<file path="src/rtl/stream_compare_pkg.sv">
// stream_compare_pkg: shared types for the stream compare run sequencer
package stream_compare_pkg;
  localparam int SEQ_CNT_W = 32;
  typedef enum logic [2:0] {IDLE, CLEAR, RUN, DRAIN, LATCH, REPORT} seq_state_t;
  typedef struct packed {
    logic [SEQ_CNT_W-1:0] run_length;
    logic [SEQ_CNT_W-1:0] err_threshold;
    logic [SEQ_CNT_W-1:0] timeout;
  } seq_cfg_t;
  typedef struct packed {
    logic                 busy;
    logic                 done;
    logic                 pass;
    logic                 timed_out;
    logic                 aborted;
    logic [SEQ_CNT_W-1:0] result_words;
    logic [SEQ_CNT_W-1:0] result_errs;
  } seq_status_t;
endpackage

</file>
<file path="src/rtl/seq_wait_counter.sv">
// seq_wait_counter: loadable down-counter with zero flag for the sequencer waits
module seq_wait_counter #(
  parameter int W = 3
) (
  input  logic         clk,
  input  logic         aresetn,
  input  logic         load,
  input  logic         dec,
  input  logic [W-1:0] load_val,
  output logic [W-1:0] cnt,
  output logic         zero
);
  assign zero = cnt == '0;
  // load wins over decrement; the count parks at zero
  always_ff @(posedge clk or negedge aresetn) begin
    if (!aresetn) cnt <= '0;
    else if (load) cnt <= load_val;
    else if (dec && !zero) cnt <= cnt - W'(1);
  end
endmodule

</file>
<file path="src/rtl/stream_compare_sequencer.sv">
// stream_compare_sequencer: bounded, repeatable run controller for the two-stream comparator
module stream_compare_sequencer
  import stream_compare_pkg::*;
#(
  parameter int CNT_WIDTH     = 32,
  parameter int CLEAR_CYCLES  = 4,
  parameter int SETTLE_CYCLES = 2
) (
  input  logic                 clk,
  input  logic                 aresetn,
  input  logic                 start,
  input  logic                 abort,
  input  logic [CNT_WIDTH-1:0] run_length,
  input  logic [CNT_WIDTH-1:0] err_threshold,
  input  logic [CNT_WIDTH-1:0] timeout,
  input  logic                 s0_tvalid,
  input  logic                 s1_tvalid,
  output logic                 g0_tvalid,
  output logic                 g1_tvalid,
  output logic                 cmp_reset,
  output logic                 cmp_latch,
  input  logic [CNT_WIDTH-1:0] cmp_word_count,
  input  logic [CNT_WIDTH-1:0] cmp_err_count,
  output logic                 busy,
  output logic                 done,
  output logic                 pass,
  output logic                 timed_out,
  output logic                 aborted,
  output logic [CNT_WIDTH-1:0] result_words,
  output logic [CNT_WIDTH-1:0] result_errs
);
  localparam int WAIT_MAX = CLEAR_CYCLES > SETTLE_CYCLES ? CLEAR_CYCLES : SETTLE_CYCLES;
  localparam int WAIT_W = $clog2(WAIT_MAX + 1);
  localparam logic [CNT_WIDTH-1:0] ONE = CNT_WIDTH'(1);
  localparam logic [WAIT_W-1:0] CLEAR_LOAD = WAIT_W'(CLEAR_CYCLES - 1);
  localparam logic [WAIT_W-1:0] SETTLE_LOAD = WAIT_W'(SETTLE_CYCLES - 1);
  localparam logic [WAIT_W-1:0] LATCH_LOAD = WAIT_W'(SETTLE_CYCLES);
  seq_state_t state_q, state_d;
  logic [CNT_WIDTH-1:0] cfg_len, cfg_thr, cfg_to;
  logic [CNT_WIDTH-1:0] pair_cnt, idle_cnt;
  logic [WAIT_W-1:0] w_val, w_cnt;
  logic w_load, w_dec, w_zero;
  logic launch, in_run, pair, fwd, last_pair, idle_hit, stop_abort, capture;
  assign launch     = (state_q == IDLE) && start && !abort;
  assign in_run     = state_q == RUN;
  assign pair       = s0_tvalid && s1_tvalid;
  assign fwd        = in_run && pair && !abort;
  assign last_pair  = fwd && (cfg_len != '0) && (pair_cnt == cfg_len - ONE);
  assign idle_hit   = in_run && !pair && (cfg_to != '0) && (idle_cnt == cfg_to - ONE);
  assign stop_abort = abort && ((state_q == CLEAR) || in_run);
  assign capture    = (state_q == LATCH) && w_zero;
  assign g0_tvalid  = fwd;
  assign g1_tvalid  = fwd;
  assign busy       = state_q != IDLE;
  assign cmp_reset  = state_q == CLEAR;
  assign cmp_latch  = (state_q == LATCH) && (w_cnt == LATCH_LOAD);
  assign done       = state_q == REPORT;
  seq_wait_counter #(.W(WAIT_W)) u_wait (
    .clk      (clk),
    .aresetn  (aresetn),
    .load     (w_load),
    .dec      (w_dec),
    .load_val (w_val),
    .cnt      (w_cnt),
    .zero     (w_zero)
  );
  // state register
  always_ff @(posedge clk or negedge aresetn) begin
    if (!aresetn) state_q <= IDLE;
    else state_q <= state_d;
  end
  // next state and wait-counter control; abort outranks completion and timeout
  always_comb begin
    state_d = state_q;
    w_load  = 1'b0;
    w_dec   = 1'b0;
    w_val   = '0;
    case (state_q)
      IDLE: if (launch) begin
        state_d = CLEAR;
        w_load  = 1'b1;
        w_val   = CLEAR_LOAD;
      end
      CLEAR: if (abort) begin
        state_d = DRAIN;
        w_load  = 1'b1;
        w_val   = SETTLE_LOAD;
      end else if (w_zero) state_d = RUN;
      else w_dec = 1'b1;
      RUN: if (abort || last_pair || idle_hit) begin
        state_d = DRAIN;
        w_load  = 1'b1;
        w_val   = SETTLE_LOAD;
      end
      DRAIN: if (w_zero) begin
        state_d = LATCH;
        w_load  = 1'b1;
        w_val   = LATCH_LOAD;
      end else w_dec = 1'b1;
      LATCH: if (w_zero) state_d = REPORT;
      else w_dec = 1'b1;
      REPORT: state_d = IDLE;
      default: state_d = IDLE;
    endcase
  end
  // configuration snapshot and saturating pair/idle counters
  always_ff @(posedge clk or negedge aresetn) begin
    if (!aresetn) begin
      cfg_len  <= '0;
      cfg_thr  <= '0;
      cfg_to   <= '0;
      pair_cnt <= '0;
      idle_cnt <= '0;
    end else if (launch) begin
      cfg_len  <= run_length;
      cfg_thr  <= err_threshold;
      cfg_to   <= timeout;
      pair_cnt <= '0;
      idle_cnt <= '0;
    end else if (fwd) begin
      pair_cnt <= &pair_cnt ? pair_cnt : pair_cnt + ONE;
      idle_cnt <= '0;
    end else if (in_run) idle_cnt <= &idle_cnt ? idle_cnt : idle_cnt + ONE;
  end
  // sticky flags and results; results are taken on the last settle cycle so they are valid alongside done
  always_ff @(posedge clk or negedge aresetn) begin
    if (!aresetn) begin
      timed_out    <= 1'b0;
      aborted      <= 1'b0;
      pass         <= 1'b0;
      result_words <= '0;
      result_errs  <= '0;
    end else if (launch) begin
      timed_out    <= 1'b0;
      aborted      <= 1'b0;
      pass         <= 1'b0;
      result_words <= '0;
      result_errs  <= '0;
    end else begin
      if (stop_abort) aborted <= 1'b1;
      if (idle_hit && !abort) timed_out <= 1'b1;
      if (capture) begin
        result_words <= cmp_word_count;
        result_errs  <= cmp_err_count;
        pass         <= !aborted && !timed_out && (cmp_err_count <= cfg_thr) &&
                        ((cfg_len == '0) || (cmp_word_count == cfg_len));
      end
    end
  end
endmodule

</file>
<file path="config.mk">
export PLATFORM = sky130hd
export DESIGN_NAME = stream_compare_sequencer
export DESIGN_NICKNAME = d
export VERILOG_FILES = /design/src/rtl/stream_compare_pkg.sv /design/src/rtl/seq_wait_counter.sv /design/src/rtl/stream_compare_sequencer.sv
export SDC_FILE = /design/constraint.sdc
export NUM_CORES = 1
export LEC_CHECK = 0
export BUFFER_PORTS_ARGS = -buffer_cell sky130_fd_sc_hd__clkbuf_2
export CAP_MARGIN = 0
export CORE_ASPECT_RATIO = 1.25
export CORE_MARGIN = 2
export CORE_UTILIZATION = 25
export DETAILED_ROUTE_END_ITERATION = 8
export PLACE_DENSITY = 0.49
export SETUP_SLACK_MARGIN = 0.5
export SLEW_MARGIN = 25
export SYNTH_ARGS = -nofsm -noshare
export SYNTH_HDL_FRONTEND = slang
export SYNTH_SLANG_ARGS = --single-unit
</file>
<file path="constraint.sdc">
create_clock -name clk -period 5.8 [get_ports clk]
set_input_delay 0.29 -clock clk [delete_from_list [all_inputs] [get_ports clk]]
set_output_delay 0.29 -clock clk [all_outputs]
set_load 0.01 [all_outputs]
</file>
==> run metrics, run 1 <==
initial cell density of the core 25.31%; fmax 259.9 MHz; largest net degree at the start of global routing 123; grt total ovfl 0; clk slew on worst S/H paths 60 ps; period utilization 66.34%; Multi-input gate area 6664 µm²; PostCTS Resize Cnt 0; gpl congestion 0.8736; CP endpoint kind flip-flop; layout net count 1,991; syn_area_per_cell 9.119 µm²; HPWL after detailed placement 32.20 mm; Die Height 259.4 µm; Power Dens Cells 394.9 nW/µm²; clock buffer depth 3; critical path type flip-flop to flip-flop; Root Buffer clkbuf_16; final setup vio count 0; number of synthesized register bits 233; I/O pin count 239; final hold viol count 0; Setup TNS 0 ps; most common cell after layout, fill and taps aside nand2_1; die area 54,050 µm²; yosys warns 0; average wire per standard cell 17.87 µm; pre-CTS setup slack 2034 ps; initial antenna violation count 0; # rows 93; most frequent cells in the layout nand2_1, clkbuf_2, dfrtp_1; number of buffers created by CTS 29; Synth Net Count 1,638; H-tree depth 1; max-slew violation count 0; Pre-Repair DR Iteration Count 4; Mapped Area 13,050 µm²; Pleak 8.008 nW; Max-cap violations 0; Routed Antenna Nets 0; status complete, no violations; Final min period 3848 ps; crit start category flip-flop; top_reg_cell synth dfrtp_1; total power 0.006806 W; first-pass GRT wire length 69.17 mm; highest net fanout along the worst path 8; drt total wl 44.11 mm; vias in the first global route 12,270; fill cell count 5,367; Async S/R FF share, synth 100.0%; post-detailed-route DRC marker count 0; die width 208.3 µm; area delta synth->final 32.08%; register area share after synthesis 44.68%; clk_skew 23.49 ps; sequential cell area 5831 µm²; Core ar. 51,550 µm²; diode count 0; clock sink total 233; CP Data Arrival Time 4310 ps; vias per inst 4.787; layout cells sized above 1 17.13%; Detailed Route Iter0 Violations 552; Post-synth EDFFs 0; max_slew headroom 39.61%; WP data required 6260 ps; Post-Synthesis Cells 1,431; setup repair after global routing missed its margin no; setup ws final 1952 ps; worst IR drop on VDD 215.2 µV; PortBufs 238; Worst Tran Pin Value 897.6 ps; Global Route Usage Sum 16.16%; Hold Crit Class input pin to flip-flop; distinct cell type count after synthesis 74; CTS tree done; worst-skew pair later-pin latency 580 ps; Vias 11,820
## area by class of cell
cell class	count	area share, %
multi-input cells	1062	38.66
flip-flops and latches	233	33.83
repair buffers	398	16.20
well taps	665	4.828
clock buffers	40	4.566
inverters	60	1.307
clock inverters	11	0.6025
## power breakdown
group,total [W],switching [W],leakage (nW),internal (W)
clock,0.00173,0.000739,0.435,0.000993
combinational,0.00244,0.00139,4.49,0.00105
sequential,0.00263,0.000583,3.08,0.00205
total,0.00681,0.00272,8.01,0.00409
## worst paths after layout
check,start,to,cells after the start,slack (ps)
worst min-delay path,run_length[2],cfg_len[2],3,20
max in group asynchronous,aresetn,pair_cnt[1],3,4180
worst max-delay path,cfg_len[0],u_wait.cnt[2],10,1950
worst min register to register,result_errs[31],result_errs[31],1,500
worst max register to register,cfg_len[0],u_wait.cnt[2],10,1950
min in group asynchronous,aresetn,result_errs[12],2,340
## critical path, cell delays in order, from the launching register on
cell and delay [ps]:
dfrtp_1 450, inv_1 120, ha_1 220, or4b_1 620, nor4_2 520, nand2_1 160
nor4b_1 330, nor2_1 90, or4b_1 590, o311a_1 410, o211a_1 210
## logic make-up after synthesis
| logic type | Yosys count | share of synthesized area [%] |
|---|---|---|
| xor gates and xnor gates | 161 | 10.81 |
| buffers and inverters | 136 | 4.459 |
| and+or+nand+nor | 601 | 22.29 |
| DFF | 233 | 44.68 |
| adders and majority gates | 42 | 4.008 |
| AOI/OAI and AO/OA | 254 | 13.43 |
| muxes | 4 | 0.3164 |
## registers in the layout, indices dropped and copies added, names as in the netlist
signal        count
cfg_to           32
pass              1
cfg_thr          32
idle_cnt         32
result_errs      32
u_wait.cnt        3
pair_cnt         32
aborted           1
result_words     32
timed_out         1
state_q           3
cfg_len          32
## cell usage after synthesis, types with 3 or more instances
library cell    n  area share [%]
nand2_1       262             7.5
dfrtp_1       233              45
nor2_1         97             2.8
xor2_1         95             6.4
o21ai_0        72             2.8
xnor2_1        66             4.4
a22o_1         64             4.3
inv_1          60             1.7
clkbuf_1       57             1.6
ha_1           41             3.9
a21oi_1        39             1.5
nor4_1         38             1.8
nand3_1        34             1.3
nand4_1        29             1.4
or3_1          28             1.3
nor3_1         27             1.0
and4_1         10            0.67
buf_1          10            0.29
nand2b_1       10            0.48
or4_1          10            0.58
and3_1          8            0.38
a2111oi_0       7            0.47
a211oi_1        7            0.40
a21o_1          7            0.40
nor2b_1         7            0.34
a31oi_1         6            0.29
nand3b_1        6            0.35
o31ai_1         6            0.35
and2_1          5            0.24
nand4b_1        5            0.34
nor3b_1         5            0.29
o2111ai_1       5            0.34
o211ai_1        5            0.29
o22ai_1         5            0.24
buf_6           4            0.35
a211o_1         3            0.20
mux2i_1         3            0.23
nor4b_1         3            0.20
o21bai_1        3            0.17
or2_2           3            0.14
or4b_1          3            0.23
## routing by layer
layer / track usage, % / share of wire [%] / up-vias
li1: - / - / 5722
met2: 30.16 / 52 / 264
met5: 0 / 0 / -
met3: 2.045 / 3.6 / 59
met4: 5.176 / 2.8 / 0
met1: 19.13 / 42 / 5775
## through the flow
stage	instance area (µm²)	hold slack [ps]	utilization, %	instances
detailed placement	14830	417.6	28.78	2267
floorplan	13050	-5.591	-	1431
global placement	14830	428.9	28.78	2267
global route	17240	2.545	33.44	2469
CTS	17230	0.3491	33.42	2468
finish	17240	15.24	33.44	2469
## what timing repair did
action	4_1_cts	5_1_grt
buffers inserted	0	0
hold endpoints to repair	260	1
hold buffers	150	1
setup endpoints to repair	0	0
Power figures use the tool's default switching activity.
==> inputs of run 2 (changes only) <==
ABC_AREA = 1   (was default)
clock period = 3.7 ns   (was 5.8 ns; I/O delays follow)
==> run 2 against run 1 <==
  * Synthesized area rose by 7.8%
  * Die area is 7.7% higher
  * Wire length up 19%
  * Core utilization up 0.12 points
  * Global-route usage is 1.6 points higher
  * First-iteration DRC count grew 36%
  * Worst hold slack improved by 6.9 ps
  * Count of clock-buffer cells in the layout increased by 3
  * Critical path type unchanged
  * Largest cell class unchanged
  * Flip-flop and latch count did not move
  * Register-to-register slack worse by 1100 ps
==> run metrics, run 2 <==
max_slew headroom 49.82%; highest net fanout along the worst path 5; PortBufs 238; clk_skew 19.35 ps; most frequent cells in the layout nand2_1, clkbuf_2, dfrtp_1; Post-synth EDFFs 0; gpl congestion 0.9173; sequential cell area 5831 µm²; die width 216.2 µm; average wire per standard cell 17.41 µm; layout cells sized above 1 16.10%; status complete, no violations; Async S/R FF share, synth 100.0%; CP Data Arrival Time 3330 ps; top post-synthesis cells by area dfrtp_1, nand2_1, nor2_1, inv_1, xor2_1; Max-cap violations 0; I/O pin count 239; fill cell count 5,918; area leader, netlist dfrtp_1; Worst Tran Pin Value 752.8 ps; largest net degree at the start of global routing 183; Post-Synthesis Cells 1,862; Detailed Route Iter0 Violations 750; Pleak 8.965 nW; number of buffers created by CTS 30; diode count 0; Hold Crit Class input pin to flip-flop; Post-Place Cells 2,805; critical path type flip-flop to flip-flop; Mapped Area 14,070 µm²; period utilization 77.23%; Vias 14,050; Core ar. 55,830 µm²; clock buffer depth 3; worst-skew pair later-pin latency 580 ps; # rows 97; fmax 349.9 MHz; final hold viol count 0; number of synthesized register bits 233; grt total ovfl 0; area delta synth->final 33.11%; syn_area_per_cell 7.558 µm²; final setup vio count 0; top_reg_cell synth dfrtp_1; clock sink total 233; Root Buffer clkbuf_16; clk slew on worst S/H paths 60 ps; top post-synthesis cells by count nand2_1, dfrtp_1, nor2_1, inv_1, o21ai_0; Pre-Repair DR Iteration Count 5; WP data required 4180 ps; Die Height 269.3 µm; register area share after synthesis 41.43%; H-tree depth 1; Power Dens Cells 655.9 nW/µm²; setup repair after global routing missed its margin no; Routed Antenna Nets 0; Setup TNS 0 ps; yosys warns 0; initial antenna violation count 0; vias in the first global route 14,440; die area 58,210 µm²; layout net count 2,463; CP endpoint kind flip-flop; initial cell density of the core 25.21%; Global Route Usage Sum 17.71%; top cell type's share of synthesized area 41.43%; Multi-input gate area 7276 µm²; crit start category flip-flop; vias per inst 4.649; post-detailed-route DRC marker count 0; Synth Net Count 2,069; distinct cell type count after synthesis 48; drt total wl 52.60 mm; HPWL after detailed placement 40.18 mm; Finished Layout Cells 3,021; worst IR drop on VDD 409.2 µV; max-slew violation count 0; most common cell in the netlist nand2_1; most common cell after layout, fill and taps aside nand2_1; first-pass GRT wire length 81.34 mm; Final min period 2858 ps; CTS tree done
==> run 2: changes by cell type after synthesis, moves of 31 or more <==
cell / before / now
xor2_1: 95 / 64
o21ai_0: 72 / 107
nand3_1: 34 / 81
xnor2_1: 66 / 25
inv_1: 60 / 185
nor2_1: 97 / 211
nand2_1: 262 / 517
==> run 2: routing by layer <==
| metal | GRT usage, % | routed length [µm] |
|---|---|---|
| met1 | 21.09 | 21920 |
| met2 | 31.79 | 26420 |
| met3 | 2.267 | 1917 |
| met4 | 7.498 | 2341 |
| met5 | 0 | 0 |
==> run 2: where the power goes <==
| group | total [W] | switching [W] | internal [W] | leakage [nW] |
|---|---|---|---|---|
| Sequential | 0.00434 | 0.000942 | 0.00340 | 3.07 |
| Clock | 0.00296 | 0.00121 | 0.00175 | 0.477 |
| Combinational | 0.00499 | 0.00310 | 0.00189 | 5.42 |
| Total | 0.0123 | 0.00525 | 0.00703 | 8.96 |
==> run 2: critical path: stages (launching register included) <==
cell	delay (ps)
dfrtp_1	520
nor2_1	390
nand2_1	190
nor2_1	220
nand2_1	130
nand2_1	80
nand2_1	50
inv_1	50
nand3b_1	70
nor2_1	150
nand3_1	90
nor2_1	110
nand3_1	210
nand3_1	150
nand2_1	110
nand3_1	100
nand2_1	50
nand2_1	50
inv_1	30
==> run 2: timing repair <==
item                       CTS  global route
buffers inserted             0             0
setup endpoints to repair    0             1
hold endpoints to repair   227             0
resized for setup            0             1
hold buffers               161             0
==> run 2: logic make-up (layout without fill, tap and decap cells) <==
logic type	after synthesis	count (layout)	share of synthesized area, %
and+or+nand+nor	971	971	30.09
xor gates and xnor gates	91	91	5.859
DFF	233	233	41.43
adders and majority gates	41	41	3.645
buffers and inverters	256	673	6.989
AOI/OAI and AO/OA	270	270	11.99
==> run 2: layout make-up <==
cell class              count  area share (%)
inverters                 206           4.161
well taps                 742           4.956
flip-flops and latches    233           31.13
multi-input cells        1373           38.84
clock inverters            12          0.6479
clock buffers              43           4.596
repair buffers            412           15.67
==> run 2: worst paths after layout <==
check	start	slack [ps]	endpoint	depth (start not counted)
worst min register to register	result_words[29]	480	result_words[29]	2
min in group asynchronous	aresetn	140	result_words[30]	2
worst min-delay path	cmp_word_count[2]	20	result_words[2]	3
worst max register to register	cfg_len[9]	840	u_wait.cnt[1]	18
worst max-delay path	cfg_len[9]	840	u_wait.cnt[1]	18
max in group asynchronous	aresetn	2500	pair_cnt[8]	3
==> run 2: stage by stage <==
step / power (W) / hold WS [ps] / utilization (%) / cell area, µm² / setup WS, ps
5_1_grt: 0.01325 / 53.99 / 33.55 / 18730 / 547.7
6_report: 0.01229 / 22.15 / 33.55 / 18730 / 842.4
2_1_floorplan: 0.007396 / -110.6 / - / 14070 / 1510
3_3_place_gp: 0.009164 / 176.8 / 28.90 / 16140 / 830.4
4_1_cts: 0.01240 / 13.94 / 33.55 / 18730 / 758.1
3_5_place_dp: 0.009210 / 178.6 / 28.91 / 16140 / 790.2
